File: config.mk
export PLATFORM = sky130hd
export DESIGN_NAME = ysyx_23060201_mem_arb
export DESIGN_NICKNAME = d
export VERILOG_FILES = /design/src/rtl/ysyx_23060201_mem_arb_pkg.sv /design/src/rtl/ysyx_23060201_rr_arb2.sv /design/src/rtl/ysyx_23060201_mem_arb.sv
export SDC_FILE = /design/constraint.sdc
export NUM_CORES = 1
export LEC_CHECK = 0
export ABC_AREA = 0
export BUFFER_PORTS_ARGS = -buffer_cell sky130_fd_sc_hd__buf_2
export CORE_ASPECT_RATIO = 0.9
export CORE_MARGIN = 2
export CORE_UTILIZATION = 49
export CTS_CLUSTER_SIZE = 12
export DETAILED_ROUTE_END_ITERATION = 6
export GPL_TIMING_DRIVEN = 0
export PLACE_DENSITY = 0.81
export REMOVE_ABC_BUFFERS = 1
export SLEW_MARGIN = 5
export SYNTH_ARGS = -nofsm -noshare
export SYNTH_HDL_FRONTEND = slang
export SYNTH_SLANG_ARGS = --single-unit
File: constraint.sdc
create_clock -name clk -period 2.2 [get_ports clk]
set_clock_uncertainty 0.15 [all_clocks]
set_input_delay 0.11 -clock clk [delete_from_list [all_inputs] [get_ports clk]]
set_output_delay 0.11 -clock clk [all_outputs]
set_load 0.01 [all_outputs]
File: src/rtl/ysyx_23060201_mem_arb_pkg.sv
// Shared definitions for the IFU/LSU memory-port arbiter.
//   state_t   : sequencer states (IDLE -> ISSUE -> WAIT -> RESP -> IDLE)
//   OWN_*     : encoding of the requester that owns the current transaction
//   IFU_MASK  : byte mask presented downstream for every instruction fetch
package ysyx_23060201_mem_arb_pkg;

    typedef enum logic [1:0] {
        ST_IDLE  = 2'd0,
        ST_ISSUE = 2'd1,
        ST_WAIT  = 2'd2,
        ST_RESP  = 2'd3
    } state_t;

    localparam logic OWN_IFU = 1'b0;
    localparam logic OWN_LSU = 1'b1;

    localparam int          MASK_W   = 8;
    localparam logic [7:0]  IFU_MASK = 8'h0f;

endpackage

File: src/rtl/ysyx_23060201_rr_arb2.sv
// Combinational two-way round-robin grant.
//   req[0] : IFU request, req[1] : LSU request
//   last   : owner of the most recent grant (OWN_IFU / OWN_LSU)
//   gnt    : one-hot grant, all zero when nobody requests
// On a tie the requester that was not granted last wins.
module ysyx_23060201_rr_arb2
    import ysyx_23060201_mem_arb_pkg::*;
(
    input  logic [1:0] req,
    input  logic       last,
    output logic [1:0] gnt
);

    always_comb begin
        gnt = 2'b00;
        case (req)
            2'b01:   gnt = 2'b01;
            2'b10:   gnt = 2'b10;
            2'b11:   gnt = (last == OWN_LSU) ? 2'b01 : 2'b10;
            default: gnt = 2'b00;
        endcase
    end

endmodule

File: src/rtl/ysyx_23060201_mem_arb.sv
// Arbiter and sequencer sharing one memory port between the IFU (read only)
// and the LSU (read/write). One downstream transaction at a time:
//   IDLE  : round-robin grant, request fields latched on handshake
//   ISSUE : mem_req_valid held with the latched fields until mem_req_ready
//   WAIT  : wait for mem_resp_valid, give up after TIMEOUT+1 cycles
//   RESP  : one-cycle response pulse to the owning requester
// Ports:
//   clk, rst_n                         clock, async active-low reset
//   ifu_req_valid/ready, ifu_addr      IFU request channel
//   ifu_resp_valid, ifu_rdata          IFU response
//   lsu_req_valid/ready, lsu_wen,
//   lsu_addr, lsu_wdata, lsu_mask      LSU request channel
//   lsu_resp_valid, lsu_rdata          LSU response (rdata 0 for writes)
//   mem_req_valid/ready, mem_wen,
//   mem_addr, mem_wdata, mem_mask      downstream request
//   mem_resp_valid, mem_rdata          downstream completion
//   err                                sticky timeout flag
module ysyx_23060201_mem_arb
    import ysyx_23060201_mem_arb_pkg::*;
#(
    parameter int ADDR_WIDTH = 32,
    parameter int DATA_WIDTH = 32,
    parameter int TIMEOUT    = 255
) (
    input  logic                  clk,
    input  logic                  rst_n,

    input  logic                  ifu_req_valid,
    output logic                  ifu_req_ready,
    input  logic [ADDR_WIDTH-1:0] ifu_addr,
    output logic                  ifu_resp_valid,
    output logic [DATA_WIDTH-1:0] ifu_rdata,

    input  logic                  lsu_req_valid,
    output logic                  lsu_req_ready,
    input  logic                  lsu_wen,
    input  logic [ADDR_WIDTH-1:0] lsu_addr,
    input  logic [DATA_WIDTH-1:0] lsu_wdata,
    input  logic [MASK_W-1:0]     lsu_mask,
    output logic                  lsu_resp_valid,
    output logic [DATA_WIDTH-1:0] lsu_rdata,

    output logic                  mem_req_valid,
    input  logic                  mem_req_ready,
    output logic                  mem_wen,
    output logic [ADDR_WIDTH-1:0] mem_addr,
    output logic [DATA_WIDTH-1:0] mem_wdata,
    output logic [MASK_W-1:0]     mem_mask,
    input  logic                  mem_resp_valid,
    input  logic [DATA_WIDTH-1:0] mem_rdata,

    output logic                  err
);

    localparam int              CNT_W     = (TIMEOUT < 1) ? 1 : $clog2(TIMEOUT + 1);
    localparam logic [CNT_W-1:0] TIMEOUT_C = CNT_W'(TIMEOUT);

    state_t                state_reg, state_next;
    logic                  last_reg;
    logic                  owner_reg;
    logic                  wen_reg;
    logic [ADDR_WIDTH-1:0] addr_reg;
    logic [DATA_WIDTH-1:0] wdata_reg;
    logic [MASK_W-1:0]     mask_reg;
    logic [CNT_W-1:0]      cnt_reg;
    logic                  err_reg;
    logic [DATA_WIDTH-1:0] ifu_rdata_reg;
    logic [DATA_WIDTH-1:0] lsu_rdata_reg;

    logic [1:0]            gnt;
    logic                  accept;
    logic                  wait_done;
    logic [DATA_WIDTH-1:0] resp_data;

    ysyx_23060201_rr_arb2 u_rr_arb2 (
        .req  ({lsu_req_valid, ifu_req_valid}),
        .last (last_reg),
        .gnt  (gnt)
    );

    assign accept    = ifu_req_ready | lsu_req_ready;
    // A response arriving on the very cycle the counter expires still wins.
    assign wait_done = mem_resp_valid || (cnt_reg == TIMEOUT_C);
    // Writes and timeouts both return zero data.
    assign resp_data = (mem_resp_valid && !wen_reg) ? mem_rdata : '0;

    always_ff @(posedge clk or negedge rst_n) begin
        if (!rst_n) begin
            state_reg <= ST_IDLE;
        end else begin
            state_reg <= state_next;
        end
    end

    always_comb begin
        state_next     = state_reg;
        ifu_req_ready  = 1'b0;
        lsu_req_ready  = 1'b0;
        mem_req_valid  = 1'b0;
        ifu_resp_valid = 1'b0;
        lsu_resp_valid = 1'b0;
        case (state_reg)
            ST_IDLE: begin
                // Gated by rst_n so ready reads 0 while reset is held even
                // though the grant path is purely combinational.
                ifu_req_ready = rst_n & gnt[0];
                lsu_req_ready = rst_n & gnt[1];
                if (|gnt) begin
                    state_next = ST_ISSUE;
                end
            end
            ST_ISSUE: begin
                mem_req_valid = 1'b1;
                if (mem_req_ready) begin
                    state_next = ST_WAIT;
                end
            end
            ST_WAIT: begin
                if (wait_done) begin
                    state_next = ST_RESP;
                end
            end
            ST_RESP: begin
                ifu_resp_valid = (owner_reg == OWN_IFU);
                lsu_resp_valid = (owner_reg == OWN_LSU);
                state_next     = ST_IDLE;
            end
            default: state_next = ST_IDLE;
        endcase
    end

    // Request latch: captured once per transaction, held stable downstream.
    always_ff @(posedge clk or negedge rst_n) begin
        if (!rst_n) begin
            last_reg  <= OWN_LSU;
            owner_reg <= OWN_IFU;
            wen_reg   <= 1'b0;
            addr_reg  <= '0;
            wdata_reg <= '0;
            mask_reg  <= '0;
        end else if (accept) begin
            if (lsu_req_ready) begin
                last_reg  <= OWN_LSU;
                owner_reg <= OWN_LSU;
                wen_reg   <= lsu_wen;
                addr_reg  <= lsu_addr;
                wdata_reg <= lsu_wdata;
                mask_reg  <= lsu_mask;
            end else begin
                last_reg  <= OWN_IFU;
                owner_reg <= OWN_IFU;
                wen_reg   <= 1'b0;
                addr_reg  <= ifu_addr;
                wdata_reg <= '0;
                mask_reg  <= IFU_MASK;
            end
        end
    end

    // Timeout counter, sticky error and per-requester response data.
    always_ff @(posedge clk or negedge rst_n) begin
        if (!rst_n) begin
            cnt_reg       <= '0;
            err_reg       <= 1'b0;
            ifu_rdata_reg <= '0;
            lsu_rdata_reg <= '0;
        end else begin
            case (state_reg)
                ST_ISSUE: cnt_reg <= '0;
                ST_WAIT: begin
                    cnt_reg <= cnt_reg + 1'b1;
                    if (wait_done) begin
                        if (owner_reg == OWN_IFU) begin
                            ifu_rdata_reg <= resp_data;
                        end else begin
                            lsu_rdata_reg <= resp_data;
                        end
                        if (!mem_resp_valid) begin
                            err_reg <= 1'b1;
                        end
                    end
                end
                default: ;
            endcase
        end
    end

    assign mem_wen   = wen_reg;
    assign mem_addr  = addr_reg;
    assign mem_wdata = wdata_reg;
    assign mem_mask  = mask_reg;
    assign ifu_rdata = ifu_rdata_reg;
    assign lsu_rdata = lsu_rdata_reg;
    assign err       = err_reg;

endmodule
# Word level (Yosys, flattened, before mapping)
# Index checks and enable logic that the tools add are counted.
word_totals:
  reg_bits: 150
classes:
  bitwise: 5
  n_addsub: 1
  n_reduce_logical: 10
  eq_ne: 10
  n_mux: 18
ops:
  columns: ["operator", "count"]
  rows:
  - ["32-bit two-way mux", 3]
  - ["8-bit case mux with 2 select lines", 1]
  - ["3-bit AND reduction", 4]
  - ["8-bit by 1-bit adder with 8-bit output, second input constant", 1]
  - ["2-bit == test, second input constant", 4]
  - ["8-bit == test, second input constant", 1]
  - ["2-bit two-way mux", 4]
  - ["8-bit two-way mux", 1]
  - ["2-bit case mux with 4 select lines", 1]
  - ["1-bit two-way mux", 7]
  - ["2-bit != test, second input constant", 3]
  - ["2-bit case mux with 3 select lines", 1]
  - ["2-bit by 1-bit == test with 1-bit output, second input constant", 2]
  - ["1-bit AND", 2]
  - ["2-bit logical NOT", 1]
  - ["1-bit inverter", 2]
  - ["2-bit nonzero test", 1]
  - ["2-bit OR reduction", 1]
  - ["1-bit logical AND", 1]
  - ["1-bit logical NOT", 1]
  - ["1-bit logical OR", 1]
  - ["1-bit bitwise OR", 1]

# Logic depth before layout (Yosys ltp)
# Gate-level depths: netlist of run 1.
depth:
  depth_word: 5
  mapped_depth: 9
  mapped_depth_nobuf: 6

# Cells and area by module
# From an unflattened synthesis of run 1, not the netlist that was laid out.
unflattened:
  cells_unflattened: 597
  area_unflattened_um2: 7026.7
by_module_without_submodules:
  columns: ["module", "instances", "area_each_um2", "seq_area_each_um2", "cells_each"]
  rows:
  - ["ysyx_23060201_mem_arb", 1, 7008.0, 3754.9, 594]
  - ["ysyx_23060201_rr_arb2", 1, 18.8, 0.0, 3]

# Worst setup path before layout of run 1
# No wires, ideal clock.
synth_timing:
  kind: "register to register"
  from: "reg state_reg[0]"
  to: "reg wen_reg (netlist: mem_wen)"
  path_buffers: 3
  arrival_ns: 1.569
  path_slack_ns: 0.360
  setup_ns: 0.121
  path_stages_with_launch: 10
  cell_sequence: "dfrtp_1 inv_1 ha_1 and2_1 buf_2 nand2_4 inv_2 buf_4 buf_6 a22o_1"
synth_between:
  elab_chain_cells: 3
  elab_cells_between_ends: 5
  classes_between: "mux (3); bitwise (1); reduce/logical (1)"
synth_lines:
  columns: ["item", "line", "text"]
  rows:
  - ["from (decl)", "ysyx_23060201_mem_arb.sv:58", "state_t state_reg, state_next;"]
  - ["from (signal assigned)", "ysyx_23060201_mem_arb.sv:91", "state_reg <= state_next;"]
  - ["2-bit logical NOT *", "ysyx_23060201_mem_arb.sv:102", "case (state_reg)"]
  - ["1-bit two-way mux", "ysyx_23060201_mem_arb.sv:102", null]
  - ["1-bit two-way mux or 1-bit bitwise OR (tied branches)", "ysyx_23060201_mem_arb.sv:142, ysyx_23060201_mem_arb.sv:81", null]
  - ["to (signal assigned)", "ysyx_23060201_mem_arb.sv:145", "wen_reg <= lsu_wen;"]
  - ["to (decl)", "ysyx_23060201_mem_arb.sv:61", "logic wen_reg;"]
# Every way passes the cells marked *; elsewhere a longest branch is shown, timed or not.
# A chain may end at the register's enable or synchronous reset.

# Final worst setup path of run 1
layout_timing:
  from: "reg state_reg[1]"
  to: "out lsu_req_ready"
layout_between:
  elab_chain_cells: 2
layout_lines:
  columns: ["item", "line", "text"]
  rows:
  - ["2-bit logical NOT", "ysyx_23060201_mem_arb.sv:102", null]
  - ["1-bit two-way mux", "ysyx_23060201_mem_arb.sv:102", null]
  - ["to (decl)", "ysyx_23060201_mem_arb.sv:35", "output logic lsu_req_ready,"]
# No other way between the ends.

==> run summary, run 1 <==
======================================================================================================
Result of the run                                                                         finished with violations
Violated checks                                                                            hold timing
Number of synthesized flops with an enable pin                                                       0
Antenna diode count                                                                                  0
Number of routed nets with antenna violations                                                        0
Worst min-delay path class                                                                input pin to asynchronous set/reset pin
Maximum net fanout on the critical path                                                             19
Unique masters post-synth                                                                           40
PortBufs                                                                                           285
Die H                                                                                           119 µm
Number of buffers created by CTS                                                                    17
Internal power                                                                                 8260 µW
Post-synth design cell area                                                                0.00718 mm²
Area occupied by multi-input gates                                                         0.00322 mm²
Final hold vios                                                                                     89
Clock transition at the register clock pins on the worst setup and hold paths after CTS          60 ps
Layout overhead on the synthesized area                                                          53.9%
Horizontal extent of the die                                                                    132 µm
Post-Route Utilization                                                                           78.1%
Setup ws final                                                                                 98.0 ps
Final HPWL DP                                                                                 14300 µm
Share of Yosys cell area claimed by the top area cell type                                       51.9%
Detail-routed net length per standard cell                                                     21.5 µm
Most area-consuming cells after synthesis                                                 sky130_fd_sc_hd__dfrtp_1 52%, sky130_fd_sc_hd__o21ai_0 11%, sky130_fd_sc_hd__nand3_1 4.9%
Max-cap violation count                                                                              0
Fraction of layout instances using a drive strength above 1                                      31.1%
Worst R2R Setup Slack                                                                           170 ps
Worst reg2reg path depth                                                                             5
CP required                                                                                    1940 ps
Final worst path period share                                                                    95.5%
Effective utilization at floorplan                                                               50.7%
Setup repair after global routing missed its margin                                              false
Count of H-tree levels built during CTS                                                              4
Initial drt markers                                                                                850
Sink Count                                                                                         150
Setup CP Type                                                                             flop to output pin
Max_slew headroom                                                                                28.1%
Placer's final routability congestion estimate                                                   0.833
Remaining Overflow, GRT                                                                              0
# nets final                                                                                      1300
Flip-flop and latch area                                                                   0.00376 mm²
Number of ports placed on the die boundary                                                         286
Crit. End Element                                                                           output pin
Main flop type after synthesis                                                            sky130_fd_sc_hd__dfrtp_1
Number of antenna violations at the first check in global routing                                    0
Setup slack after placement                                                                   -1180 ps
Clock share of power                                                                             23.9%
Capturing point of the worst reg2reg path                                                 lsu_rdata[3]$_DFFE_PN0P_
Post-synth top area cell                                                                  sky130_fd_sc_hd__dfrtp_1
Finish-stage setup viols                                                                             0
Post-synthesis instance total                                                                      753
Overall global routing resource usage                                                            36.5%
Detail-routed via count per cell                                                                  6.07
PD cells                                                                                   1230 mW/mm²
First-pass iteration count of the detailed router                                                    7
# placed instances                                                                                1164
Wire length of the first global-routing pass                                                  44900 µm
Residual DRC count                                                                                   0
Post-synthesis sequential element count                                                            150
Fillers                                                                                            853
Sequential fraction of design power                                                              34.3%
Warnings, synthesis                                                                                  0
Combinational share of power                                                                     41.9%
Clock tree from TritonCTS                                                                        built
Worst path arrival time                                                                        1840 ps
Origin of the critical flop-to-flop path                                                  state_reg[0]$_DFFE_PN0P_
Launching element type of the critical path                                                       flop
Leakage dissipation                                                                         0.00497 µW
Vias in the first global route                                                                    8060
Largest vdd supply drop                                                                       0.876 mV
Sw power                                                                                       5360 µW
Total Power Consumption                                                                       13600 µW
Routed vias                                                                                       8247
Placement row count                                                                                 41
Clock Tree Root                                                                           sky130_fd_sc_hd__clkbuf_16
DIE AREA                                                                                    0.0156 mm²
Final instance count without filler cells                                                         1358
Net switching fraction of the power                                                              39.4%
Average cell area after synthesis                                                             9.54 µm²
Buffers from clock root to sink, at most                                                             2
Register area share after synthesis                                                              52.3%
Slew Viols, Final                                                                                    0
Time the final worst path needs with I/O delays and setup                                      2100 ps
Final hold slack                                                                               -456 ps
Clock latency on the worst-skew pair                                                            420 ps
Placeable core region                                                                       0.0142 mm²
Maximum clock frequency                                                                      0.476 GHz
Largest net degree at the start of global routing                                                   95
Transition time at the pin with the least slew margin                                          1080 ps
Total wire length                                                                             29200 µm
Fraction of registers with async set or reset after synthesis                                     100%
======================================================================================================
power by group through the flow:
stage	clock, µW	sequential [µW]	combinational, µW
after floorplan	0	4950	2200
after global placement	0	4570	4550
after detailed placement	0	4530	4890
after CTS	3260	4530	5420
after global routing	3420	4760	6110
final	3250	4670	5700
Yosys cell counts (all sizes together), types with 4 or more instances:
| cell | n |
|---|---|
| buf | 22 |
| inv | 7 |
| o211ai | 7 |
| nand2b | 37 |
| a22o | 37 |
| o22a | 4 |
| nor2b | 36 |
| nand2 | 41 |
| o21ai | 164 |
| a21oi | 33 |
| nand3 | 71 |
| dfrtp | 149 |
| clkbuf | 50 |
| a21boi | 35 |
| a31oi | 32 |
| ha | 5 |
what timing repair did:
item,4_1_cts,5_1_grt
setup buffers,9,5
cloned,5,2
hold buffers,137,4
setup endpoints to repair,150,55
hold endpoints to repair,283,61
pin swaps,3,2
gates resized for setup,19,2
area by class of cell:
class	instances	area share, %
tap	193	2.19
timing repair inverter	2	0.147
inverter	7	0.385
timing repair buffer	445	28.3
multi-input combinational	529	29.1
clock buffer	21	4.08
sequential	150	34.0
clock inverter	11	1.78
cell families (layout without fill, tap and decap cells):
group           after synthesis  after routing  synth area share (%)
compound gates              318            319                  26.8
fa+ha+maj                     5              5                 0.871
buf+inv                      79            486                  4.79
flops                       150            150                  52.3
mux                           1              1                 0.139
simple gates                200            204                  15.1
placed cells by master, fill, tap and decap left out, drive strengths merged, types with 2 or more instances in the layout:
cell type | Yosys | routed
buf | 22 | 306
o21ai | 164 | 164
dfrtp | 149 | 149
dlygate4sd3 | 0 | 139
nand3 | 71 | 71
nand2 | 41 | 41
nor2b | 36 | 38
a22o | 37 | 37
nand2b | 37 | 37
a21boi | 35 | 36
a21oi | 33 | 33
a31oi | 32 | 32
clkbuf | 50 | 21
inv | 7 | 10
o211ai | 7 | 7
bufinv | 0 | 5
ha | 5 | 5
o22a | 4 | 4
clkinvlp | 0 | 4
and2 | 3 | 4
nor2 | 3 | 4
or4 | 3 | 3
or3 | 2 | 2
a21o | 2 | 2
nand4 | 2 | 2
stage by stage:
stage / setup TNS (ps) / hold WS, ps / area [µm²]
after floorplan: -61050 / -336 / 6860
after global placement: -709000 / 182 / 8530
after detailed placement: -112780 / -67.3 / 8690
after CTS: -6.81 / -517 / 10900
after global routing: 0 / -408 / 11100
final: 0 / -456 / 11100
layer usage:
layer / wire [µm] / global-route usage, % / vias up
li1: - / - / 3521
met1: 10700 / 45.8 / 3963
met2: 14200 / 59.9 / 643
met3: 2870 / 8.30 / 120
met4: 1450 / 18.4 / 0
met5: 0 / 0 / -
how the worst max path moves through the flow:
stage	startpoint	endpoint	slack (ps)	depth (start not counted)
global route	state_reg[1]$_DFFE_PN0P_	lsu_req_ready	20	6
global placement	rst_n	mem_mask[5]$_DFFE_PN0P_	-4180	3
detailed placement	rst_n	lsu_req_ready	-1180	6
floorplan	mem_wen$_DFFE_PN0P_	lsu_rdata[0]$_DFFE_PN0P_	-880	3
CTS	last_reg$_DFFE_PN1P_	lsu_req_ready	-7	4
finish	state_reg[1]$_DFFE_PN0P_	lsu_req_ready	100	6
critical path, cell delays in order, from the launching register on:
cell and delay, ps:
sky130_fd_sc_hd__dfrtp_1 430, sky130_fd_sc_hd__inv_1 150, sky130_fd_sc_hd__ha_4 210, sky130_fd_sc_hd__and2_4 180
sky130_fd_sc_hd__nand2_4 130, sky130_fd_sc_hd__inv_12 150, sky130_fd_sc_hd__buf_2 150
Power figures use the tool's default switching activity.
==> run 2, diff against run 1 <==
==> constraint.sdc (replaced) <==
create_clock -name clk -period 2 [get_ports clk]
set_clock_uncertainty 0.15 [all_clocks]
set_input_delay 0.1 -clock clk [delete_from_list [all_inputs] [get_ports clk]]
set_output_delay 0.1 -clock clk [all_outputs]
set_load 0.1 [all_outputs]
==> run 2 against run 1 <==
The flow still finishes with violations (hold timing). Sequential cell count unchanged. Largest cell class unchanged. Setup slack worse by 84 ps. Critical path depth unchanged. Critical path type unchanged. Die area did not move.
==> run summary, run 2 (synthesis gave the netlist of run 1 again) <==
======================================================================================================
Total wire length                                                                             31000 µm
Launching element type of the critical path                                                       flop
Transition time at the pin with the least slew margin                                          1110 ps
Design area                                                                                 0.0112 mm²
Placeable core region                                                                       0.0142 mm²
Cell with the largest stage delay on the worst path                                       sky130_fd_sc_hd__dfrtp_1
Detail-routed via count per cell                                                                  6.18
Time the final worst path needs with I/O delays and setup                                      1990 ps
PortBufs                                                                                           285
Horizontal extent of the die                                                                    132 µm
Slowest Stage Delay on Critical Path                                                            390 ps
Final worst path period share                                                                    99.3%
Global-route track usage on met2                                                                 61.9%
Max_slew headroom                                                                                26.0%
Crit path max-delay family                                                                buffers and inverters
DIE AREA                                                                                    0.0156 mm²
Placement row count                                                                                 41
Wire length of the first global-routing pass                                                  46800 µm
Residual DRC count                                                                                   0
Number of routed nets with antenna violations                                                        0
Slew Viols, Final                                                                                    0
Setup repair after global routing missed its margin                                               true
Met3 layer usage reported by global route                                                        9.54%
Effective utilization at floorplan                                                               50.7%
Cell Area, Placed                                                                          0.00869 mm²
Maximum clock frequency                                                                      0.504 GHz
Layout overhead on the synthesized area                                                          55.9%
Final hold slack                                                                               -545 ps
Die H                                                                                           119 µm
Maximum net fanout on the critical path                                                              5
Initial drt markers                                                                                803
Max-cap violation count                                                                              0
Most frequent cells in the layout                                                         282 x sky130_fd_sc_hd__buf_2, 161 x sky130_fd_sc_hd__o21ai_0, 147 x sky130_fd_sc_hd__dfrtp_1, 138 x sky130_fd_sc_hd__dlygate4sd3_1, 70 x sky130_fd_sc_hd__nand3_1
Number of antenna violations at the first check in global routing                                    1
Fraction of layout instances using a drive strength above 1                                      31.9%
Crit. End Element                                                                           output pin
First-pass iteration count of the detailed router                                                    5
Detail-routed net length per standard cell                                                     22.7 µm
Vias in the first global route                                                                    8256
CTS Hold Buffers Added                                                                             138
CP required                                                                                    1750 ps
Result of the run                                                                         finished with violations
Worst path arrival time                                                                        1740 ps
Placer's final routability congestion estimate                                                   0.833
Met1 Use GR                                                                                      47.5%
Post-Route Utilization                                                                           79.1%
Most common library cell in the layout ignoring fill and taps                             sky130_fd_sc_hd__buf_2
Number of buffers created by CTS                                                                    17
Buffers from clock root to sink, at most                                                             2
Overall global routing resource usage                                                            38.3%
Clock latency on the worst-skew pair                                                            430 ps
Routed vias                                                                                       8457
Largest net degree at the start of global routing                                                   95
Clock transition at the register clock pins on the worst setup and hold paths after CTS          60 ps
Final hold vios                                                                                    149
Violated checks                                                                            hold timing
Final HPWL DP                                                                                 14300 µm
Top Usage Layer GRT                                                                               met2
# nets final                                                                                      1309
Buffers & Inverters on Critical Path                                                                 3
Critical path cell sequence                                                               inv_2 > ha_4 > o211ai_4 > buf_12 > nor2_2 > buf_8
Count of H-tree levels built during CTS                                                              4
Number of ports placed on the die boundary                                                         286
Sink Count                                                                                         150
Finish-stage setup viols                                                                             0
Clock tree from TritonCTS                                                                        built
Setup CP Type                                                                             flop to output pin
Clock Tree Root                                                                           sky130_fd_sc_hd__clkbuf_16
Remaining Overflow, GRT                                                                              0
Worst min-delay path class                                                                input pin to asynchronous set/reset pin
======================================================================================================
==> run 2: cell types whose count changed in the layout (fill, tap and decap cells not counted), moves of 2 or more <==
cell	delta
sky130_fd_sc_hd__buf_12	+2
sky130_fd_sc_hd__buf_16	-2
sky130_fd_sc_hd__buf_2	-2
sky130_fd_sc_hd__buf_4	+6
sky130_fd_sc_hd__o21ai_0	-3
sky130_fd_sc_hd__o21ai_1	+3
==> run 2: worst reg2reg max path, cell delays in order (launching register included) <==
cell,delay (ps)
sky130_fd_sc_hd__dfrtp_1,390
sky130_fd_sc_hd__inv_2,120
sky130_fd_sc_hd__ha_4,190
sky130_fd_sc_hd__buf_4,130
sky130_fd_sc_hd__and2_2,410
sky130_fd_sc_hd__a21oi_1,160
sky130_fd_sc_hd__o21ai_0,290
==> run 2: final timing paths <==
kind                                          start                        end  cells after the start  slack, ps
setup / recovery           state_reg[0]$_DFFE_PN0P_              ifu_req_ready                      6         10
hold / removal                                rst_n  lsu_rdata[16]$_DFFE_PN0P_                      1       -550
setup reg to reg           state_reg[0]$_DFFE_PN0P_   mem_addr[15]$_DFFE_PN0P_                      6         80
hold reg to reg                     err$_DFFE_PN0P_            err$_DFFE_PN0P_                      1        310
max in group asynchronous                     rst_n     cnt_reg[4]$_DFFE_PN0P_                      2       1550
min in group clk                      lsu_req_valid       last_reg$_DFFE_PN1P_                      4         60
==> run 2: what timing repair did <==
item | CTS | global route
buffers inserted | 17 | 5
pin swaps | 5 | 2
hold endpoints to repair | 287 | 102
setup endpoints to repair | 152 | 38
cloned | 8 | 3
gates resized for setup | 30 | 7
==> run 2: area by class of cell <==
cell class	instances	area, µm²
sequential	150	3760
multi-input combinational	531	3260
timing repair buffer	452	3220
fill	846	2970
clock buffer	21	450
tap	193	241
clock inverter	11	196
inverter	7	42.5
timing repair inverter	2	16.3
antenna	1	2.50
==> run 2: per-layer routing <==
metal / up-vias / share of wire (%)
li1: 3543 / -
met2: 743 / 48
met5: - / 0
met4: 0 / 5.1
met3: 133 / 11
met1: 4038 / 36
==> run 2: stage by stage <==
stage	std cells	worst slack [ps]	setup TNS, ps
after global routing	1368	-46.3	-54.1
final	1368	14.4	0
after global placement	1159	-4570	-767900
after CTS	1359	1.99	0
after floorplan	681	-1530	-127300
after detailed placement	1164	-1660	-142540
Power of run 2 is not shown: default switching activity piles up to over one toggle a cycle in this logic, so the estimate is an artifact.
